$ cat config.mk
export PLATFORM = sky130hd
export DESIGN_NAME = mc_main_ctrl
export DESIGN_NICKNAME = d
export VERILOG_FILES = /design/src/rtl/mc_main_ctrl.sv
export SDC_FILE = /design/constraint.sdc
export NUM_CORES = 1
export LEC_CHECK = 0
export CORE_MARGIN = 3
export CORE_UTILIZATION = 25
export CTS_BUF_LIST = sky130_fd_sc_hd__clkbuf_4 sky130_fd_sc_hd__clkbuf_8
export DETAILED_ROUTE_END_ITERATION = 10
export GPL_TIMING_DRIVEN = 0
export PLACE_DENSITY = 0.68
export SLEW_MARGIN = 10
export SYNTH_ARGS = -nofsm -noshare
export SYNTH_HDL_FRONTEND = slang
export SYNTH_SLANG_ARGS = --single-unit
$ cat constraint.sdc
create_clock -name clk -period 2.8 [get_ports clk]
set_clock_uncertainty 0.05 [all_clocks]
set_input_delay 0.28 -clock clk [delete_from_list [all_inputs] [get_ports clk]]
set_output_delay 0.28 -clock clk [all_outputs]
set_load 0.02 [all_outputs]
$ cat src/rtl/mc_main_ctrl.sv
// Multi-cycle main control FSM for the MIPS32 datapath: sequences fetch/decode/execute/
// memory/writeback, drives datapath strobes, and waits on mem_ready for memory accesses.
module mc_main_ctrl #(
    parameter int ST_W = 4
) (
    input  logic            clk,
    input  logic            rst_n,
    input  logic [5:0]      opcode,
    input  logic [5:0]      funct,
    input  logic            mem_ready,
    output logic            PCWrite,
    output logic            PCWriteCond,
    output logic            IorD,
    output logic            MemRead,
    output logic            MemWrite,
    output logic            IRWrite,
    output logic            MemtoReg,
    output logic            RegDst,
    output logic            RegWrite,
    output logic            ALUSrcA,
    output logic [1:0]      ALUSrcB,
    output logic [1:0]      ALUOp,
    output logic [1:0]      PCSource,
    output logic [ST_W-1:0] state,
    output logic            illegal_op
);

    typedef enum logic [ST_W-1:0] {
        S_FETCH  = 0,
        S_DECODE = 1,
        S_MEMADR = 2,
        S_MEMRD  = 3,
        S_MEMWB  = 4,
        S_MEMWR  = 5,
        S_EXEC   = 6,
        S_RWB    = 7,
        S_BEQ    = 8,
        S_JUMP   = 9,
        S_ADDIEX = 10,
        S_ADDIWB = 11,
        S_JR     = 12
    } state_t;

    localparam logic [5:0] OP_RTYPE = 6'b000000;
    localparam logic [5:0] OP_LW    = 6'b100011;
    localparam logic [5:0] OP_SW    = 6'b101011;
    localparam logic [5:0] OP_BEQ   = 6'b000100;
    localparam logic [5:0] OP_J     = 6'b000010;
    localparam logic [5:0] OP_ADDI  = 6'b001000;
    localparam logic [5:0] FN_JR    = 6'b001000;

    state_t st_q;

    always_ff @(posedge clk or negedge rst_n) begin
        if (!rst_n) begin
            st_q       <= S_FETCH;
            illegal_op <= 1'b0;
        end else begin
            illegal_op <= 1'b0;
            case (st_q)
                S_FETCH:  if (mem_ready) st_q <= S_DECODE;
                S_DECODE: begin
                    case (opcode)
                        OP_LW, OP_SW: st_q <= S_MEMADR;
                        OP_RTYPE:     st_q <= (funct == FN_JR) ? S_JR : S_EXEC;
                        OP_BEQ:       st_q <= S_BEQ;
                        OP_J:         st_q <= S_JUMP;
                        OP_ADDI:      st_q <= S_ADDIEX;
                        default: begin
                            st_q       <= S_FETCH;
                            illegal_op <= 1'b1;
                        end
                    endcase
                end
                S_MEMADR: st_q <= (opcode == OP_LW) ? S_MEMRD : S_MEMWR;
                S_MEMRD:  if (mem_ready) st_q <= S_MEMWB;
                S_MEMWR:  if (mem_ready) st_q <= S_FETCH;
                S_EXEC:   st_q <= S_RWB;
                S_ADDIEX: st_q <= S_ADDIWB;
                default:  st_q <= S_FETCH;
            endcase
        end
    end

    // Strobes decode from the current state; reset gates them low immediately so an
    // interrupted access or write is dropped without waiting for a clock edge.
    always_comb begin
        PCWrite     = 1'b0;
        PCWriteCond = 1'b0;
        IorD        = 1'b0;
        MemRead     = 1'b0;
        MemWrite    = 1'b0;
        IRWrite     = 1'b0;
        MemtoReg    = 1'b0;
        RegDst      = 1'b0;
        RegWrite    = 1'b0;
        ALUSrcA     = 1'b0;
        ALUSrcB     = 2'b00;
        ALUOp       = 2'b00;
        PCSource    = 2'b00;
        if (rst_n) begin
            case (st_q)
                S_FETCH: begin
                    MemRead = 1'b1;
                    ALUSrcB = 2'b01;
                    IRWrite = mem_ready;
                    PCWrite = mem_ready;
                end
                S_DECODE: ALUSrcB = 2'b11;
                S_MEMADR, S_ADDIEX: begin
                    ALUSrcA = 1'b1;
                    ALUSrcB = 2'b10;
                end
                S_MEMRD: begin
                    MemRead = 1'b1;
                    IorD    = 1'b1;
                end
                S_MEMWB: begin
                    RegWrite = 1'b1;
                    MemtoReg = 1'b1;
                end
                S_MEMWR: begin
                    MemWrite = 1'b1;
                    IorD     = 1'b1;
                end
                S_EXEC: begin
                    ALUSrcA = 1'b1;
                    ALUOp   = 2'b10;
                end
                S_RWB: begin
                    RegWrite = 1'b1;
                    RegDst   = 1'b1;
                end
                S_BEQ: begin
                    ALUSrcA     = 1'b1;
                    ALUOp       = 2'b01;
                    PCWriteCond = 1'b1;
                    PCSource    = 2'b01;
                end
                S_JUMP: begin
                    PCWrite  = 1'b1;
                    PCSource = 2'b10;
                end
                S_ADDIWB: RegWrite = 1'b1;
                S_JR: begin
                    PCWrite  = 1'b1;
                    PCSource = 2'b11;
                end
                default: ;
            endcase
        end
    end

    assign state = st_q;

endmodule

=== After elaboration in Yosys (flattened, before gate mapping) ===
Index checks and enable logic that the tools add are counted.

* Reduce and logical (&&, ||, !) cells: 11
* Equal/unequal tests: 21
* Mux-type cells: 35

{| class="wikitable"
|+ Operators with widths
! kind !! number
|-
| $pmux W4 S7 || 1
|-
| $mux W1 || 21
|-
| $eq A4 B4 Y1 const B || 5
|-
| $pmux W4 S5 || 1
|-
| $eq A4 B3 Y1 const B || 4
|-
| $mux W4 || 4
|-
| $eq A6 B4 Y1 const B || 2
|-
| $eq A6 B6 Y1 const B || 2
|-
| $pmux W2 S3 || 2
|-
| $reduce_or A2 Y1 || 5
|-
| $eq A4 B2 Y1 const B || 2
|-
| $eq A6 B2 Y1 const B || 1
|-
| $eq A6 B3 Y1 const B || 1
|-
| $logic_not A6 Y1 || 1
|-
| $mux W2 || 3
|-
| $ne A2 B2 Y1 const B || 3
|-
| $reduce_or A6 Y1 || 1
|-
| $eq A4 B1 Y1 const B || 1
|-
| $logic_not A4 Y1 || 1
|-
| $pmux W2 S2 || 1
|-
| $reduce_or A4 Y1 || 1
|-
| $mux W3 || 1
|-
| $reduce_and A3 Y1 || 1
|-
| $reduce_or A3 Y1 || 1
|-
| $pmux W1 S2 || 1
|}

* Bits of input ports: 15
* Register bits after elaboration: 5
* Output and inout port bits: 21
* Logic and storage cells: 69

=== Longest topological paths before layout ===
Gate-level depths: netlist of run 1.

* Depth after elaboration: 4
* Depth in mapped cells: 6
* Mapped depth without buffers: 5

=== Least setup slack after synthesis of run 1 ===
No wires, ideal clock.

* Path kind: reg-to-output
* From: reg st_q[0] (netlist: state[0])
* To: out IorD
* Stages on the path, launching flop included: 4
* Path slack: 0.959 ns
* Path buffers: 1
* Data arrival time: 1.511 ns
* Data required time: 2.470 ns
* Cell sequence: dfrtp_1 -> clkbuf_8 -> inv_1 -> nor4b_1

* Longest elaborated chain between the ends: 4
* Elaborated cells between the ends (all ways): 5
* Those cells by class: eq/ne: 2; mux: 2; reduce/logical: 1

{| class="wikitable"
|+ RTL lines
! item !! line !! text
|-
| from (decl) || 52 || <nowiki>state_t st_q;</nowiki>
|-
| from (signal assigned) || 65 || <nowiki>OP_RTYPE: st_q <= (funct == FN_JR) ? S_JR : S_EXEC;</nowiki>
|-
| from (signal assigned) || 75 || <nowiki>S_MEMADR: st_q <= (opcode == OP_LW) ? S_MEMRD : S_MEMWR;</nowiki>
|-
| $eq A4 B3 Y1 or $eq A4 B2 Y1 (tied branches) || 102 || <nowiki>case (st_q)</nowiki>
|-
| $reduce_or A2 Y1 (no source line) (*) || n/a ||
|-
| $mux W1 (*) || 102 ||
|-
| $mux W1 (*) || 101 || <nowiki>if (rst_n) begin</nowiki>
|-
| to (decl) || 13 || <nowiki>output logic IorD,</nowiki>
|}

Mark *: on every way between the ends. The rest lies on a longest branch, timed or not.

=== Worst setup path after layout of run 1 ===
* From: in rst_n
* To: out ALUOp[0]

* Longest elaborated chain between the ends: 1

{| class="wikitable"
|+ RTL lines
! item !! line !! text
|-
| from (decl) || 7 || <nowiki>input logic rst_n,</nowiki>
|-
| $mux W2 || 101 ||
|-
| to (decl) || 22 || <nowiki>output logic [1:0] ALUOp,</nowiki>
|}

No other way between the ends.

==> results.toml, run 1 <==
[outcome]
run_status = "complete, no violations"

[global_routing]
overflow = 0
grt_pass1_wl_mm = 2.70
grt_usage = 0.119
grt_pass1_vias = 632
grt_antenna_before_repair = 0
grt_start_max_net_pins = 13

[worst_setup_path]
r2r_start = "state[2]"
path_cells = "clkdlybuf4s50_1, nor2b_1, nand2_1, nor2_1, buf_4, clkdlybuf4s50_1"
path_class = "in2out"
cp-start-kind = "input pin"
crit_slowest_cell = "clkdlybuf4s50_1"
rr_endpoint = "state[2]"
critical_path.max_fanout = 12
required_ps = 2470
arrival_ps = 2240
cpPeakStageDelay_ps = 720
cp-endpoint = "ALUOp[0]"
endpoint_kind = "output port"
r2r_setup_slack_ps = 1180
worst_r2r_path_depth = 5
crit_path_start = "rst_n"
crit_top_cell = "clkdlybuf4s50_1"

[sta]
hold_viol = 0
fin_crit_sh = 0.919
setup_viol = 0
period_minus_slack_ps = 2570
final.setup.worst_slack_ps = 228
relSlewSlack = 0.724
worst_pin_slew_ps = 412
slew_viol_final = 0
max_clock_freq_mhz = 389
setup_tns_ps = 0
rsz0062_at_grt = "no"

[placement]
post-place-ws_ps = 200
numPortBuffers = 35
place_hpwl_mm = 1.43
gp_congestion = 0.837

[clock_tree]
cts_tree = "yes"
root_buffer = "clkbuf_4"
ctsHoldBuffers = 0
clock_latency_ps = 240
cts_max_level = 1
clock_path_buffers = 2
postCtsResizedCells = 0
post_cts_buffers = 0
cts_made_buffers = 3
cts_sinks = 5
clk_pin_slew_worst_paths_ps = 40

[synth]
postSynth.asyncResetShare = 1.00
ys.flop_type = "dfrtp_1"
synth-edff-count = 0
syn-num-nets = 96
yosys.cell_count.top_type = "nor2_1"
synthDistinctLibCells = 39
synth_area_um2 = 599
ys_ff_latch = 5
yosysTopAreaCell = "dfrtp_1"
synth.area.top_cells = "dfrtp_1 (21%), nor2_1 (8.1%), nand2_1 (5.6%)"
synth.top_cell.area_share = 0.209
ys_seq_area_frac = 0.209
syn_inst = 81
syn-mean-instance-area_um2 = 7.40
yosys_warnings = 0
yosys-top-cells-count = "nor2_1 (13), nand2_1 (9), dfrtp_1 (5)"

[die]
start_util = 0.268
num_io_pins = 36
die_y_um = 55.0
die-area_um2 = 3020
core_area_um2 = 2230
rows = 17
die_w_um = 55.0

[routing]
routed_wl_mm = 1.75
via_per_inst = 5.18
remaining_drc_errors = 0
drt_iter0_drc = 28
postRouteAntennaNets = 0
drtPass1Iterations = 4
wl_per_cell_um = 11.8
vias = 766

[final_layout]
multi_input_area_um2 = 423
syn2layout_area_growth_pct = 69.3
antennaDiodeCount = 0
area.sequential_um2 = 125
final_nets = 136
drive_gt1_frac = 0.100
fillers = 235

[pwr]
leakagePower_nw = 0.398
ir_worst_vdd_uv = 213
p_per_area_nw_per_um2 = 276

[min_path]
hold_class = "in2async"

[job]
maxCapViolations = 0
## how the worst min path moves through the flow
stage | end | cells past startpoint | slack, ps | from
after floorplan | illegal_op | 0 | -70 | rst_n
after global placement | state[2] | 1 | 550 | rst_n
after detailed placement | state[1] | 1 | 560 | rst_n
after CTS | state[0] | 1 | 300 | rst_n
after global routing | state[2] | 1 | 320 | rst_n
final | state[2] | 1 | 290 | rst_n
## registers in the layout, indices dropped and copies added (netlist names)
register	flops
state	4
illegal_op	1
## worst max-delay path: cells and delay by family
| family | cells | cell delay (ps) |
|---|---|---|
| and+or+nand+nor | 3 | 530 |
| buffers and inverters | 3 | 1430 |
## power breakdown
part           total [mW]  internal (mW)  switching (mW)  leakage [nW]
clock network      0.0907         0.0634          0.0273        0.0184
logic               0.110         0.0551          0.0545         0.312
registers          0.0792         0.0763         0.00290        0.0670
## cells by family (layout without fill, tap and decap cells)
kind of cell | Yosys count | after routing | share of synthesized area
xor gates and xnor gates | 2 | 2 | 0.0292
AOI/OAI and AO/OA | 20 | 20 | 0.230
adders and majority gates | 1 | 1 | 0.0167
and+or+nand+nor | 45 | 45 | 0.413
muxes | 1 | 1 | 0.0167
buffers and inverters | 7 | 46 | 0.0856
DFF | 5 | 5 | 0.209
## placed cells by master, fill, tap and decap left out, types with 2 or more instances in the layout
cell type / Yosys / final
nand2_1: 9 / 9
and2_1: 2 / 2
clkdlybuf4s50_1: 0 / 35
o21ai_0: 4 / 4
dfrtp_1: 5 / 5
clkbuf_4: 0 / 4
inv_1: 3 / 3
buf_4: 2 / 2
nor2_1: 13 / 13
and3_1: 3 / 3
o22ai_1: 3 / 3
nand3_1: 3 / 3
nor3_1: 4 / 4
a31oi_1: 2 / 2
a21oi_1: 2 / 2
## layout make-up
cell class / instances / area share
clock buffer: 4 / 0.0296
buffer: 4 / 0.0395
sequential: 5 / 0.123
tap: 28 / 0.0345
inverter: 3 / 0.0111
timing repair buffer: 35 / 0.345
multi-input combinational: 69 / 0.417
## routing by layer
metal  vias up  track usage  wire, µm
met5         -            0         0
met4         0       0.0121         0
met3         0       0.0188       150
met2        34        0.197       811
met1       349        0.168       785
li1        383            -         -
## metrics by stage
stage | hold slack, ps | instance area [µm²] | power [mW] | std cells | util
3_3_place_gp | 551 | 985 | 0.189 | 144 | 0.441
2_1_floorplan | -65.6 | 599 | 0.133 | 81 | -
3_5_place_dp | 555 | 985 | 0.190 | 144 | 0.441
5_1_grt | 321 | 1010 | 0.298 | 148 | 0.454
6_report | 295 | 1010 | 0.280 | 148 | 0.454
4_1_cts | 299 | 1010 | 0.283 | 148 | 0.454
Note: power is estimated with default switching activity, not from simulation.
==> inputs of run 2 (changes only) <==
--- a/config.mk
+++ b/config.mk
@@ -9,6 +9,7 @@
 export CORE_UTILIZATION = 25
 export CTS_BUF_LIST = sky130_fd_sc_hd__clkbuf_4 sky130_fd_sc_hd__clkbuf_8
 export DETAILED_ROUTE_END_ITERATION = 10
+export GPL_ROUTABILITY_DRIVEN = 0
 export GPL_TIMING_DRIVEN = 0
 export PLACE_DENSITY = 0.68
 export SLEW_MARGIN = 10
==> results of run 2 <==
The final DEF is identical to that of run 1; final timing and power are the same.
==> inputs of run 3 (changes only) <==
--- a/config.mk
+++ b/config.mk
@@ -6,12 +6,12 @@
 export NUM_CORES = 1
 export LEC_CHECK = 0
 export CORE_MARGIN = 3
-export CORE_UTILIZATION = 25
+export CORE_UTILIZATION = 41
 export CTS_BUF_LIST = sky130_fd_sc_hd__clkbuf_4 sky130_fd_sc_hd__clkbuf_8
 export DETAILED_ROUTE_END_ITERATION = 10
 export GPL_ROUTABILITY_DRIVEN = 0
 export GPL_TIMING_DRIVEN = 0
-export PLACE_DENSITY = 0.68
+export PLACE_DENSITY = 0.95
 export SLEW_MARGIN = 10
 export SYNTH_ARGS = -nofsm -noshare
 export SYNTH_HDL_FRONTEND = slang
==> results.toml, run 3 (synthesis results as in run 1) <==
[global_routing]
grt_pass1_wl_mm = 2.79
grt_busiest_layer = "met2"
grt_pass1_vias = 718
grt_usage = 0.187
grt.met2_usage = 0.334
grtUsageMet1 = 0.205
grt_antenna_before_repair = 0
grt_start_max_net_pins = 13
overflow = 0
grt_use_met3 = 0.0569

[min_path]
hold_class = "in2async"

[final_layout]
syn2layout_area_growth_pct = 66.6
design_area_um2 = 998
final_nets = 136
antennaDiodeCount = 0
layout_commonest_cell = "clkdlybuf4s50_1"
drive_gt1_frac = 0.100
fillers = 108
most-common-layout-cells = "clkdlybuf4s50_1 (35), nor2_1 (13), nand2_1 (9)"
largest_reg_flops = 4

[sta]
hold_viol = 0
setup_viol = 0
setup_tns_ps = 0
fin_crit_sh = 0.927
max_clock_freq_mhz = 385
slew_viol_final = 0
worst_pin_slew_ps = 415
relSlewSlack = 0.722
period_minus_slack_ps = 2600
rsz0062_at_grt = "no"

[worst_setup_path]
required_ps = 2470
arrival_ps = 2270
r2r_setup_slack_ps = 1110
cp-start-kind = "input pin"
r2r_start = "state[2]"
endpoint_kind = "output port"
crit_path_start = "rst_n"
path_class = "in2out"
critical_path.max_fanout = 12
worst_r2r_path_depth = 5
rr_endpoint = "state[2]"

[placement]
dpl_cell_area_um2 = 968
place_hpwl_mm = 1.38
numPortBuffers = 35

[clock_tree]
cts_made_buffers = 3
clk_pin_slew_worst_paths_ps = 50
root_buffer = "clkbuf_4"
ctsHoldBuffers = 0
cts_sinks = 5
clock_latency_ps = 250
clock_path_buffers = 2
post_cts_buffers = 0
cts_tree = "yes"
cts_max_level = 1
postCtsResizedCells = 0

[routing]
vias = 773
postRouteAntennaNets = 0
routed_wl_mm = 1.69
via_per_inst = 5.73
wl_per_cell_um = 12.5
remaining_drc_errors = 0
drt_iter0_drc = 12
drtPass1Iterations = 4

[die]
start_util = 0.449
die_y_um = 44.2
die-area_um2 = 1960
core_area_um2 = 1330
die_w_um = 44.2
num_io_pins = 36
rows = 13

[pwr]
p_switching_mw = 0.0887
clockPowerShare = 0.338
intPower_mw = 0.195
total_power_mw = 0.284
p_per_area_nw_per_um2 = 284
leakagePower_nw = 0.398
ir_worst_vdd_uv = 238
p_sw_frac = 0.312
comb_power_share = 0.385
p_seq_frac = 0.277

[job]
maxCapViolations = 0

[outcome]
run_status = "complete, no violations"
## run 3: cell counts in the layout (fill, tap and decap cells not counted)
Identical to the previous run, type by type.
## run 3: power by group through the flow
stage | sequential (mW) | combinational [mW] | clock [mW]
final | 0.0786 | 0.109 | 0.0960
after global routing | 0.0791 | 0.118 | 0.100
after CTS | 0.0787 | 0.109 | 0.0979
after detailed placement | 0.0797 | 0.109 | 0
after global placement | 0.0796 | 0.108 | 0
after floorplan | 0.0846 | 0.0489 | 0
## run 3: worst max-delay path, cell delays in order
cell and delay [ps]:
clkdlybuf4s50_1 720, nor2b_1 270, nand2_1 130, nor2_1 150, buf_4 120, clkdlybuf4s50_1 590
## run 3: how the worst max path moves through the flow
stage,end,slack [ps],cells past startpoint
after floorplan,IorD,960,3
after global placement,ALUOp[0],250,6
after detailed placement,ALUOp[0],190,6
after CTS,ALUOp[0],180,6
after global routing,ALUOp[0],50,6
final,ALUOp[0],200,6
## run 3: layer usage
metal / wire length [µm] / vias to the layer above
li1: - / 378
met3: 195 / 4
met2: 792 / 52
met4: 26 / 0
met1: 677 / 339
met5: 0 / -
## run 3: stage by stage
step	util	hold slack [ps]	worst slack (ps)	cells
3_5_place_dp	0.726	548	193	131
4_1_cts	0.749	282	185	135
6_report	0.749	281	204	135
5_1_grt	0.749	304	53.7	135
2_1_floorplan	-	-65.6	959	81
3_3_place_gp	0.726	543	253	131
## run 3: final cells by class
| type | count | area (µm²) | area share |
|---|---|---|---|
| Clock buffer | 4 | 30.0 | 0.0301 |
| Sequential cell | 5 | 125 | 0.125 |
| Buffer | 4 | 40.0 | 0.0401 |
| Inverter | 3 | 11.3 | 0.0113 |
| Tap cell | 15 | 18.8 | 0.0188 |
| Multi-Input combinational cell | 69 | 423 | 0.424 |
| Timing Repair Buffer | 35 | 350 | 0.351 |
